==> src/rtl/store_buffer_pkg.sv <==
// -----------------------------------------------------------------------------
// PARAMS_pkg -- shared types and helpers for the store buffer slice.
//   WD_SIZE       : data/address width of the core (32)
//   FUNCT3_SIZE   : width of the load/store funct3 field
//   SB_DEPTH_MIN/MAX : legal range for the store buffer DEPTH parameter
//   sb_entry_t    : one buffered store {word address, byte mask, lane data}
//   sb_mask()     : byte mask for a funct3 access at a given byte offset
// -----------------------------------------------------------------------------
package PARAMS_pkg;

  localparam int WD_SIZE      = 32;
  localparam int FUNCT3_SIZE  = 3;
  localparam int SB_DEPTH_MIN = 2;
  localparam int SB_DEPTH_MAX = 16;

  typedef struct packed {
    logic [WD_SIZE-3:0] waddr;  // byte address with the two lane bits dropped
    logic [3:0]         mask;   // byte lanes written by this store
    logic [WD_SIZE-1:0] data;   // store data already shifted into its lanes
  } sb_entry_t;

  // Signed and unsigned variants (funct3[2]) share the same footprint.
  // Accesses that overrun the word are truncated at lane 3.
  function automatic logic [3:0] sb_mask(input logic [FUNCT3_SIZE-1:0] funct3,
                                         input logic [1:0]             offset);
    logic [3:0] base;
    case (funct3)
      3'b000, 3'b100: base = 4'b0001;
      3'b001, 3'b101: base = 4'b0011;
      default:        base = 4'b1111;
    endcase
    return base << offset;
  endfunction

endpackage

==> src/rtl/store_buffer_if.sv <==
// -----------------------------------------------------------------------------
// store_buffer_if -- data-memory port between the store buffer and dmem.
//   master (store buffer): dmem_addr_o, dmem_rd_wr_o (0 read / 1 write),
//                          dmem_op_en_o, dmem_wr_data_o, dmem_byte_en_o out;
//                          dmem_rd_data_i in (combinational read data)
//   slave  (memory)      : the same signals with directions reversed
// -----------------------------------------------------------------------------
interface store_buffer_if
  import PARAMS_pkg::*;
#(
  parameter int WD_W = WD_SIZE
) ();

  logic [WD_W-1:0] dmem_addr_o;
  logic            dmem_rd_wr_o;
  logic            dmem_op_en_o;
  logic [WD_W-1:0] dmem_wr_data_o;
  logic [3:0]      dmem_byte_en_o;
  logic [WD_W-1:0] dmem_rd_data_i;

  modport master (
    output dmem_addr_o, dmem_rd_wr_o, dmem_op_en_o, dmem_wr_data_o, dmem_byte_en_o,
    input  dmem_rd_data_i
  );

  modport slave (
    input  dmem_addr_o, dmem_rd_wr_o, dmem_op_en_o, dmem_wr_data_o, dmem_byte_en_o,
    output dmem_rd_data_i
  );

endinterface

==> src/rtl/store_buffer_fifo.sv <==
// -----------------------------------------------------------------------------
// sb_fifo -- circular storage for the store buffer.
//   clk, reset_n : clock, asynchronous active-low reset (pointers and count)
//   push_i       : write entry_i at the tail (caller guarantees not full)
//   entry_i      : entry to store
//   pop_i        : retire the head entry (caller guarantees not empty)
//   head_o       : entry at the head (oldest)
//   count_o      : number of valid entries
//   rd_ptr_o     : head index, so the owner can walk entries oldest-first
//   entries_o    : every storage slot, for address matching
// -----------------------------------------------------------------------------
module sb_fifo
  import PARAMS_pkg::*;
#(
  parameter  int DEPTH = 4,
  localparam int PW    = $clog2(DEPTH),
  localparam int CW    = $clog2(DEPTH + 1)
) (
  input  logic                    clk,
  input  logic                    reset_n,
  input  logic                    push_i,
  input  sb_entry_t               entry_i,
  input  logic                    pop_i,
  output sb_entry_t               head_o,
  output logic [CW-1:0]           count_o,
  output logic [PW-1:0]           rd_ptr_o,
  output sb_entry_t [DEPTH-1:0]   entries_o
);

  sb_entry_t       mem [DEPTH];
  logic [PW-1:0]   wr_ptr;
  logic [PW-1:0]   rd_ptr;
  logic [CW-1:0]   count;

  // DEPTH is a power of two, so the pointers wrap by plain overflow.
  // NOTE: sequential state uses non-blocking assignments so every register
  // samples pre-edge values regardless of statement order.
  always_ff @(posedge clk or negedge reset_n) begin
    if (!reset_n) begin
      wr_ptr <= '0;
      rd_ptr <= '0;
      count  <= '0;
    end else begin
      if (push_i) wr_ptr <= wr_ptr + 1'b1;
      if (pop_i)  rd_ptr <= rd_ptr + 1'b1;
      count <= count + CW'(push_i) - CW'(pop_i);
    end
  end

  // NOTE: storage has no reset; count alone says which slots hold live stores,
  // and leaving the array unreset lets it map onto plain RAM/flops.
  always_ff @(posedge clk) begin
    if (push_i) mem[wr_ptr] <= entry_i;
  end

  for (genvar i = 0; i < DEPTH; i++) begin : g_view
    assign entries_o[i] = mem[i];
  end

  assign head_o   = mem[rd_ptr];
  assign count_o  = count;
  assign rd_ptr_o = rd_ptr;

endmodule

==> src/rtl/store_buffer.sv <==
// -----------------------------------------------------------------------------
// store_buffer -- posted-store buffer between the memory stage and dmem.
//   clk, reset_n          : clock, asynchronous active-low reset
//   st_valid_i/ld_valid_i : store / load request from the memory stage
//   fence_i               : drain everything before continuing
//   addr_i, st_data_i     : byte address, unaligned store data
//   width_i               : funct3 (byte / half / word)
//   ld_data_o             : raw aligned load word (0 when no load completes)
//   stall_proc_o          : hold the pipeline this cycle
//   dmem                  : data-memory port (store_buffer_if.master)
// Build option: define STORE_BUFFER_FWD_EN to forward loads from buffered
// stores; without it any load waits for the buffer to empty.
// Drain policy: a store or load request takes the memory-stage slot, so the
// head drains in idle slots, when the buffer is full, during a fence, or
// while a load is held back by the buffer.
// -----------------------------------------------------------------------------
module store_buffer
  import PARAMS_pkg::*;
#(
  parameter int DEPTH = 4,
  parameter int WD_W  = WD_SIZE
) (
  input  logic                   clk,
  input  logic                   reset_n,
  input  logic                   st_valid_i,
  input  logic                   ld_valid_i,
  input  logic                   fence_i,
  input  logic [WD_W-1:0]        addr_i,
  input  logic [WD_W-1:0]        st_data_i,
  input  logic [FUNCT3_SIZE-1:0] width_i,
  output logic [WD_W-1:0]        ld_data_o,
  output logic                   stall_proc_o,
  store_buffer_if.master         dmem
);

  localparam int PW = $clog2(DEPTH);
  localparam int CW = $clog2(DEPTH + 1);

  sb_entry_t             head;
  sb_entry_t             new_entry;
  sb_entry_t [DEPTH-1:0] entries;
  logic [CW-1:0]         count;
  logic [PW-1:0]         rd_ptr;

  logic [3:0]      acc_mask;
  logic [WD_W-3:0] acc_waddr;
  logic            full, empty;
  logic            st_req, ld_req;
  logic            push, drain;
  logic            ld_wait, ld_read_want, ld_read;

  assign acc_mask  = sb_mask(width_i, addr_i[1:0]);
  assign acc_waddr = addr_i[WD_W-1:2];
  assign full      = (count == CW'(DEPTH));
  assign empty     = (count == '0);

  // A fence owns the cycle; a store wins if the stage ever raises both.
  assign st_req = st_valid_i && !fence_i;
  assign ld_req = ld_valid_i && !fence_i && !st_valid_i;

  assign new_entry = '{waddr: acc_waddr,
                       mask:  acc_mask,
                       data:  st_data_i << {addr_i[1:0], 3'b000}};

  sb_fifo #(.DEPTH(DEPTH)) u_fifo (
    .clk       (clk),
    .reset_n   (reset_n),
    .push_i    (push),
    .entry_i   (new_entry),
    .pop_i     (drain),
    .head_o    (head),
    .count_o   (count),
    .rd_ptr_o  (rd_ptr),
    .entries_o (entries)
  );

`ifdef STORE_BUFFER_FWD_EN
  sb_entry_t     young;
  logic          young_hit, overlap, fwd_hit;
  logic [PW-1:0] idx;

  // Walk oldest to youngest so the last word match is the youngest one.
  // NOTE: every variable gets a default before any conditional write, so no
  // path leaves it unassigned and no latch is inferred.
  always_comb begin
    young     = '0;
    young_hit = 1'b0;
    overlap   = 1'b0;
    idx       = '0;
    for (int k = 0; k < DEPTH; k++) begin
      idx = rd_ptr + PW'(k);
      if ((CW'(k) < count) && (entries[idx].waddr == acc_waddr)) begin
        young_hit = 1'b1;
        young     = entries[idx];
        if ((entries[idx].mask & acc_mask) != 4'b0000) overlap = 1'b1;
      end
    end
  end

  assign fwd_hit      = ld_req && young_hit && ((young.mask & acc_mask) == acc_mask);
  assign ld_wait      = ld_req && !fwd_hit && overlap;
  assign ld_read_want = ld_req && !fwd_hit && !overlap;
`else
  logic unused_fwd_view;
  assign unused_fwd_view = ^{entries, rd_ptr};
  assign ld_wait         = ld_req && !empty;
  assign ld_read_want    = ld_req && empty;
`endif

  // A full buffer takes the port from a load for one drain cycle.
  assign ld_read = ld_read_want && !full;
  assign push    = st_req && !full;
  assign drain   = !empty && (fence_i || full || ld_wait || !(st_valid_i || ld_valid_i));

  assign stall_proc_o = (fence_i && !empty) || (st_req && full) || ld_wait
                     || (ld_read_want && full);

  always_comb begin
    dmem.dmem_op_en_o   = 1'b0;
    dmem.dmem_rd_wr_o   = 1'b0;
    dmem.dmem_addr_o    = '0;
    dmem.dmem_wr_data_o = '0;
    dmem.dmem_byte_en_o = 4'b0000;
    ld_data_o           = '0;
    if (drain) begin
      dmem.dmem_op_en_o   = 1'b1;
      dmem.dmem_rd_wr_o   = 1'b1;
      dmem.dmem_addr_o    = {head.waddr, 2'b00};
      dmem.dmem_wr_data_o = head.data;
      dmem.dmem_byte_en_o = head.mask;
    end else if (ld_read) begin
      dmem.dmem_op_en_o = 1'b1;
      dmem.dmem_addr_o  = {acc_waddr, 2'b00};
      ld_data_o         = dmem.dmem_rd_data_i;
    end
`ifdef STORE_BUFFER_FWD_EN
    if (fwd_hit) ld_data_o = young.data;
`endif
  end

endmodule

==> src/flat_wrapper.sv <==
// flat-port wrapper written by rule: the top's interface ports become plain ports
module store_buffer_flat import PARAMS_pkg::*;
#(
  parameter int DEPTH = 4,
  parameter int WD_W  = WD_SIZE
)
  (clk, reset_n, st_valid_i, ld_valid_i, fence_i, addr_i, st_data_i, width_i, ld_data_o, stall_proc_o, dmem_dmem_addr_o, dmem_dmem_rd_wr_o, dmem_dmem_op_en_o, dmem_dmem_wr_data_o, dmem_dmem_byte_en_o, dmem_dmem_rd_data_i);
  store_buffer_if #(.WD_W(WD_W)) dmem_i ();
  input  logic clk;
  input  logic reset_n;
  input  logic st_valid_i;
  input  logic ld_valid_i;
  input  logic fence_i;
  input  logic [WD_W-1:0] addr_i;
  input  logic [WD_W-1:0] st_data_i;
  input  logic [FUNCT3_SIZE-1:0] width_i;
  output logic [WD_W-1:0] ld_data_o;
  output logic stall_proc_o;
  output wire logic [$bits(dmem_i.dmem_addr_o)-1:0] dmem_dmem_addr_o;
  output wire logic [$bits(dmem_i.dmem_rd_wr_o)-1:0] dmem_dmem_rd_wr_o;
  output wire logic [$bits(dmem_i.dmem_op_en_o)-1:0] dmem_dmem_op_en_o;
  output wire logic [$bits(dmem_i.dmem_wr_data_o)-1:0] dmem_dmem_wr_data_o;
  output wire logic [$bits(dmem_i.dmem_byte_en_o)-1:0] dmem_dmem_byte_en_o;
  input wire logic [$bits(dmem_i.dmem_rd_data_i)-1:0] dmem_dmem_rd_data_i;
  assign dmem_dmem_addr_o = dmem_i.dmem_addr_o;
  assign dmem_dmem_rd_wr_o = dmem_i.dmem_rd_wr_o;
  assign dmem_dmem_op_en_o = dmem_i.dmem_op_en_o;
  assign dmem_dmem_wr_data_o = dmem_i.dmem_wr_data_o;
  assign dmem_dmem_byte_en_o = dmem_i.dmem_byte_en_o;
  assign dmem_i.dmem_rd_data_i = dmem_dmem_rd_data_i;
  store_buffer #(.DEPTH(DEPTH), .WD_W(WD_W)) u_core (.clk(clk), .reset_n(reset_n), .st_valid_i(st_valid_i), .ld_valid_i(ld_valid_i), .fence_i(fence_i), .addr_i(addr_i), .st_data_i(st_data_i), .width_i(width_i), .ld_data_o(ld_data_o), .stall_proc_o(stall_proc_o), .dmem(dmem_i));
endmodule
==> config.mk <==
export PLATFORM = sky130hd
export DESIGN_NAME = store_buffer_flat
export DESIGN_NICKNAME = d
export VERILOG_FILES = /design/src/rtl/store_buffer_pkg.sv /design/src/rtl/store_buffer_if.sv /design/src/rtl/store_buffer_fifo.sv /design/src/rtl/store_buffer.sv /design/src/flat_wrapper.sv
export SDC_FILE = /design/constraint.sdc
export NUM_CORES = 1
export LEC_CHECK = 0
export BUFFER_PORTS_ARGS = -buffer_cell sky130_fd_sc_hd__buf_2
export CAP_MARGIN = 20
export CORE_UTILIZATION = 40
export DETAILED_ROUTE_END_ITERATION = 8
export GPL_ROUTABILITY_DRIVEN = 1
export PLACE_DENSITY_LB_ADDON = 0.05
export SLEW_MARGIN = 20
export SYNTH_ARGS = -nofsm -noshare
export SYNTH_HDL_FRONTEND = slang
export SYNTH_SLANG_ARGS = --single-unit
==> constraint.sdc <==
create_clock -name clk -period 2.9 [get_ports clk]
set_input_delay 0.58 -clock clk [delete_from_list [all_inputs] [get_ports clk]]
set_output_delay 0.58 -clock clk [all_outputs]
set_load 0.005 [all_outputs]
==> impl_metrics.env <==
export IMPL_run_status="finished, final reports clean"
export IMPL_antenna_found_initial=0
export IMPL_start_util_pct=40.6
export IMPL_cts_made_buffers=29
export IMPL_holdPathEnd="u_core.u_fifo.mem[3][56]"
export IMPL_final_setup_tns_ns=0
export IMPL_setup_ws_ns=0.0773
export IMPL_wl_per_cell_um=20.3
export IMPL_finClkSkew_ns=0.0111
export IMPL_rsz0062_at_grt="yes"
export IMPL_clk_pin_slew_ns=0.06
export IMPL_drv_slew=0
export IMPL_synth_compound_area_share_pct=3.98
export IMPL_hp_class="primary input to flop"
export IMPL_peakVddDrop_mv=0.480
export IMPL_nNetsFinal=926
export IMPL_hold_depth=1
export IMPL_drtIter0Drc=360
export IMPL_critPathMaxFanout=18
export IMPL_final_cell_mix="264 x edfxtp_1, 203 x buf_2, 76 x and2_1"
export IMPL_end_kind="output pin"
export IMPL_rr_worst_depth=8
export IMPL_ant_nets=0
export IMPL_ys_types=31
export IMPL_io_pin_count=207
export IMPL_areaGrowthSynthToFinish_pct=24.1
export IMPL_r2r_end="u_core.u_fifo.count_o[2]"
export IMPL_die_h_um=170
export IMPL_drt_pass1_iterations=5
export IMPL_max_cap_violations=0
export IMPL_fmax_mhz=354
export IMPL_wl_um=24600
export IMPL_drcViolationCount=0
export IMPL_final_common_cell="edfxtp_1"
export IMPL_gr_total_overflow=0
export IMPL_leakage_nw=5.17
export IMPL_coreArea_mm2=0.0277
export IMPL_via_count=6143
export IMPL_hold_violations=0
export IMPL_n_antenna_cell=0
export IMPL_synth_top_area_share_pct=70.4
export IMPL_synth_area_top_cells="edfxtp_1 70%, mux4_2 13%, and2_1 4.4%"
export IMPL_grt_pass1_vias=6362
export IMPL_grt_max_degree=46
export IMPL_htreeDepth=1
export IMPL_gr_usage_all_layers_pct=17.0
export IMPL_path_class="flop to output pin"
export IMPL_place_inst=1155
export IMPL_syn_area_mm2=0.0113
export IMPL_dp_hpwl_um=15600
export IMPL_cp_data_arrival_time_ns=2.24
export IMPL_yosys_warnings=0
export IMPL_cp_required_ns=2.32
export IMPL_chipWidth_um=170
export IMPL_synth_top_family_by_area="multiplexers"
export IMPL_ys_seq_area_share_pct=72.0
export IMPL_clk_path_buf_depth=3
export IMPL_yosysTopAreaCell="edfxtp_1"
export IMPL_cts_root_buffer="clkbuf_16"
export IMPL_r2r_start="u_core.u_fifo.count_o[1]"
export IMPL_slew_headroom_pct=52.7
export IMPL_drive_above_1_share_pct=42.4
export IMPL_min_period_over_period_pct=97.3
export IMPL_holdWs_ns=0.282
export IMPL_final_cells=1215
export IMPL_clock_sinks=271
export IMPL_setup_viol=0
export IMPL_cts_tree="done"
export IMPL_place_congestion=0.795
export IMPL_period_needed_ns=2.82
export IMPL_power_density_mw_per_mm2=904
export IMPL_hold_start="addr_i[22]"
export IMPL_cp_start_kind="flop"
export IMPL_avgSynthCellArea_um2=19.1
export IMPL_pre_cts_slack_ns=0.376
export IMPL_synth_mux_area_share_pct=14.8
export IMPL_row_count=61
export IMPL_synth_simple_area_share_pct=6.10
export IMPL_viasPerCell=5.06
export IMPL_clk_latency_ns=0.53
export IMPL_ys_ff_latch=271
export IMPL_synthAdderAreaFrac_pct=0.845
export IMPL_dieArea_mm2=0.0288
export IMPL_reg2reg_slack_ns=0.54
export IMPL_grt_pass1_wl_um=36800
export IMPL_synth_xor_xnor_area_share_pct=0.389
export IMPL_synth_cells=588
export IMPL_worst_slew_pin_transition_ns=0.710
export IMPL_port_buffer_count=203
==> power by group <==
group	leakage, nW	switching, W	internal, W
Clock	0.471	0.00144	0.00221
Combinational	2.21	0.00185	0.00211
Sequential	2.49	0.000212	0.00481
==> flip-flops by register name, summed over array words and instances (netlist names) <==
| signal | count |
|---|---|
| u_core.u_fifo.rd_ptr_o | 2 |
| u_core.u_fifo.mem | 264 |
| u_core.u_fifo.count_o | 3 |
| u_core.u_fifo.wr_ptr | 2 |
==> through the flow <==
stage                     area (um^2)  util (%)  power, W
after detailed placement        12900      46.6   0.00909
after floorplan                 11300         -   0.00744
after CTS                       13900      50.1    0.0128
final                           14000      50.4    0.0126
after global placement          12900      46.6   0.00904
after global routing            14000      50.4    0.0133
==> timing repair <==
action | in CTS | in global routing
endpoints found under the setup margin | 52 | 63
hold endpoints to repair | 7 | 0
hold buffers | 1 | 0
pin swaps | 0 | 2
gates cloned | 0 | 1
resized for setup | 3 | 3
buffers inserted | 2 | 3
==> worst max-delay path, stage by stage, from the launching register on <==
cell     delay (ns)
dfrtp_1        0.40
or3_4          0.44
nor4b_4        0.24
buf_4          0.18
buf_8          0.17
a22o_1         0.17
buf_2          0.11
==> worst max path at each step <==
stage,cells past startpoint,start,endpoint,slack [ns]
4_1_cts,4,u_core.u_fifo.rd_ptr_o[1],dmem_dmem_addr_o[30],0.004
2_1_floorplan,9,fence_i,u_core.u_fifo.count_o[2],0.49
5_1_grt,6,u_core.u_fifo.count_o[1],dmem_dmem_addr_o[26],-0.02
3_3_place_gp,6,fence_i,dmem_dmem_op_en_o,0.41
6_report,6,u_core.u_fifo.count_o[1],dmem_dmem_addr_o[17],0.08
3_5_place_dp,6,fence_i,dmem_dmem_op_en_o,0.38
==> cell usage after synthesis (all sizes together) <==
| cell type | number |
|---|---|
| o21ai | 9 |
| nor2 | 11 |
| or2 | 1 |
| nand2b | 2 |
| a211oi | 9 |
| fa | 1 |
| o211ai | 1 |
| inv | 6 |
| ha | 6 |
| mux2 | 2 |
| nor4b | 1 |
| xor2 | 1 |
| buf | 18 |
| dfrtp | 7 |
| nand2 | 8 |
| mux4 | 66 |
| or3 | 1 |
| clkbuf | 21 |
| mux2i | 16 |
| conb | 1 |
| a22o | 30 |
| edfxtp | 264 |
| o21a | 2 |
| a21oi | 10 |
| nor3 | 1 |
| nor2b | 9 |
| and2 | 80 |
| xnor2 | 4 |
==> routing by layer <==
| metal | vias to the layer above | GRT usage (%) | wire (um) |
|---|---|---|---|
| met2 | 174 | 28.8 | 12300 |
| met4 | 0 | 3.80 | 376 |
| met5 | - | 0 | 0 |
| met3 | 35 | 2.64 | 1170 |
| met1 | 3138 | 23.0 | 10800 |
| li1 | 2796 | - | - |
==> kinds of logic (layout without fill, tap and decap cells) <==
family	count (synthesis)	after routing
compound gates	61	61
xor+xnor	5	5
fa+ha+maj	7	7
buf+inv	45	293
flops	271	271
mux	84	84
other cells	1	2
simple gates	114	114
==> cell type report <==
| cell class | count | area, um^2 |
|---|---|---|
| Sequential cell | 271 | 8110 |
| Clock buffer | 35 | 758 |
| Fill cell | 2321 | 13700 |
| Inverter | 6 | 22.5 |
| Clock inverter | 18 | 194 |
| Timing Repair Buffer | 234 | 1450 |
| Multi-Input combinational cell | 273 | 2960 |
| Tap cell | 378 | 473 |
(Power assumes the default switching activity.)
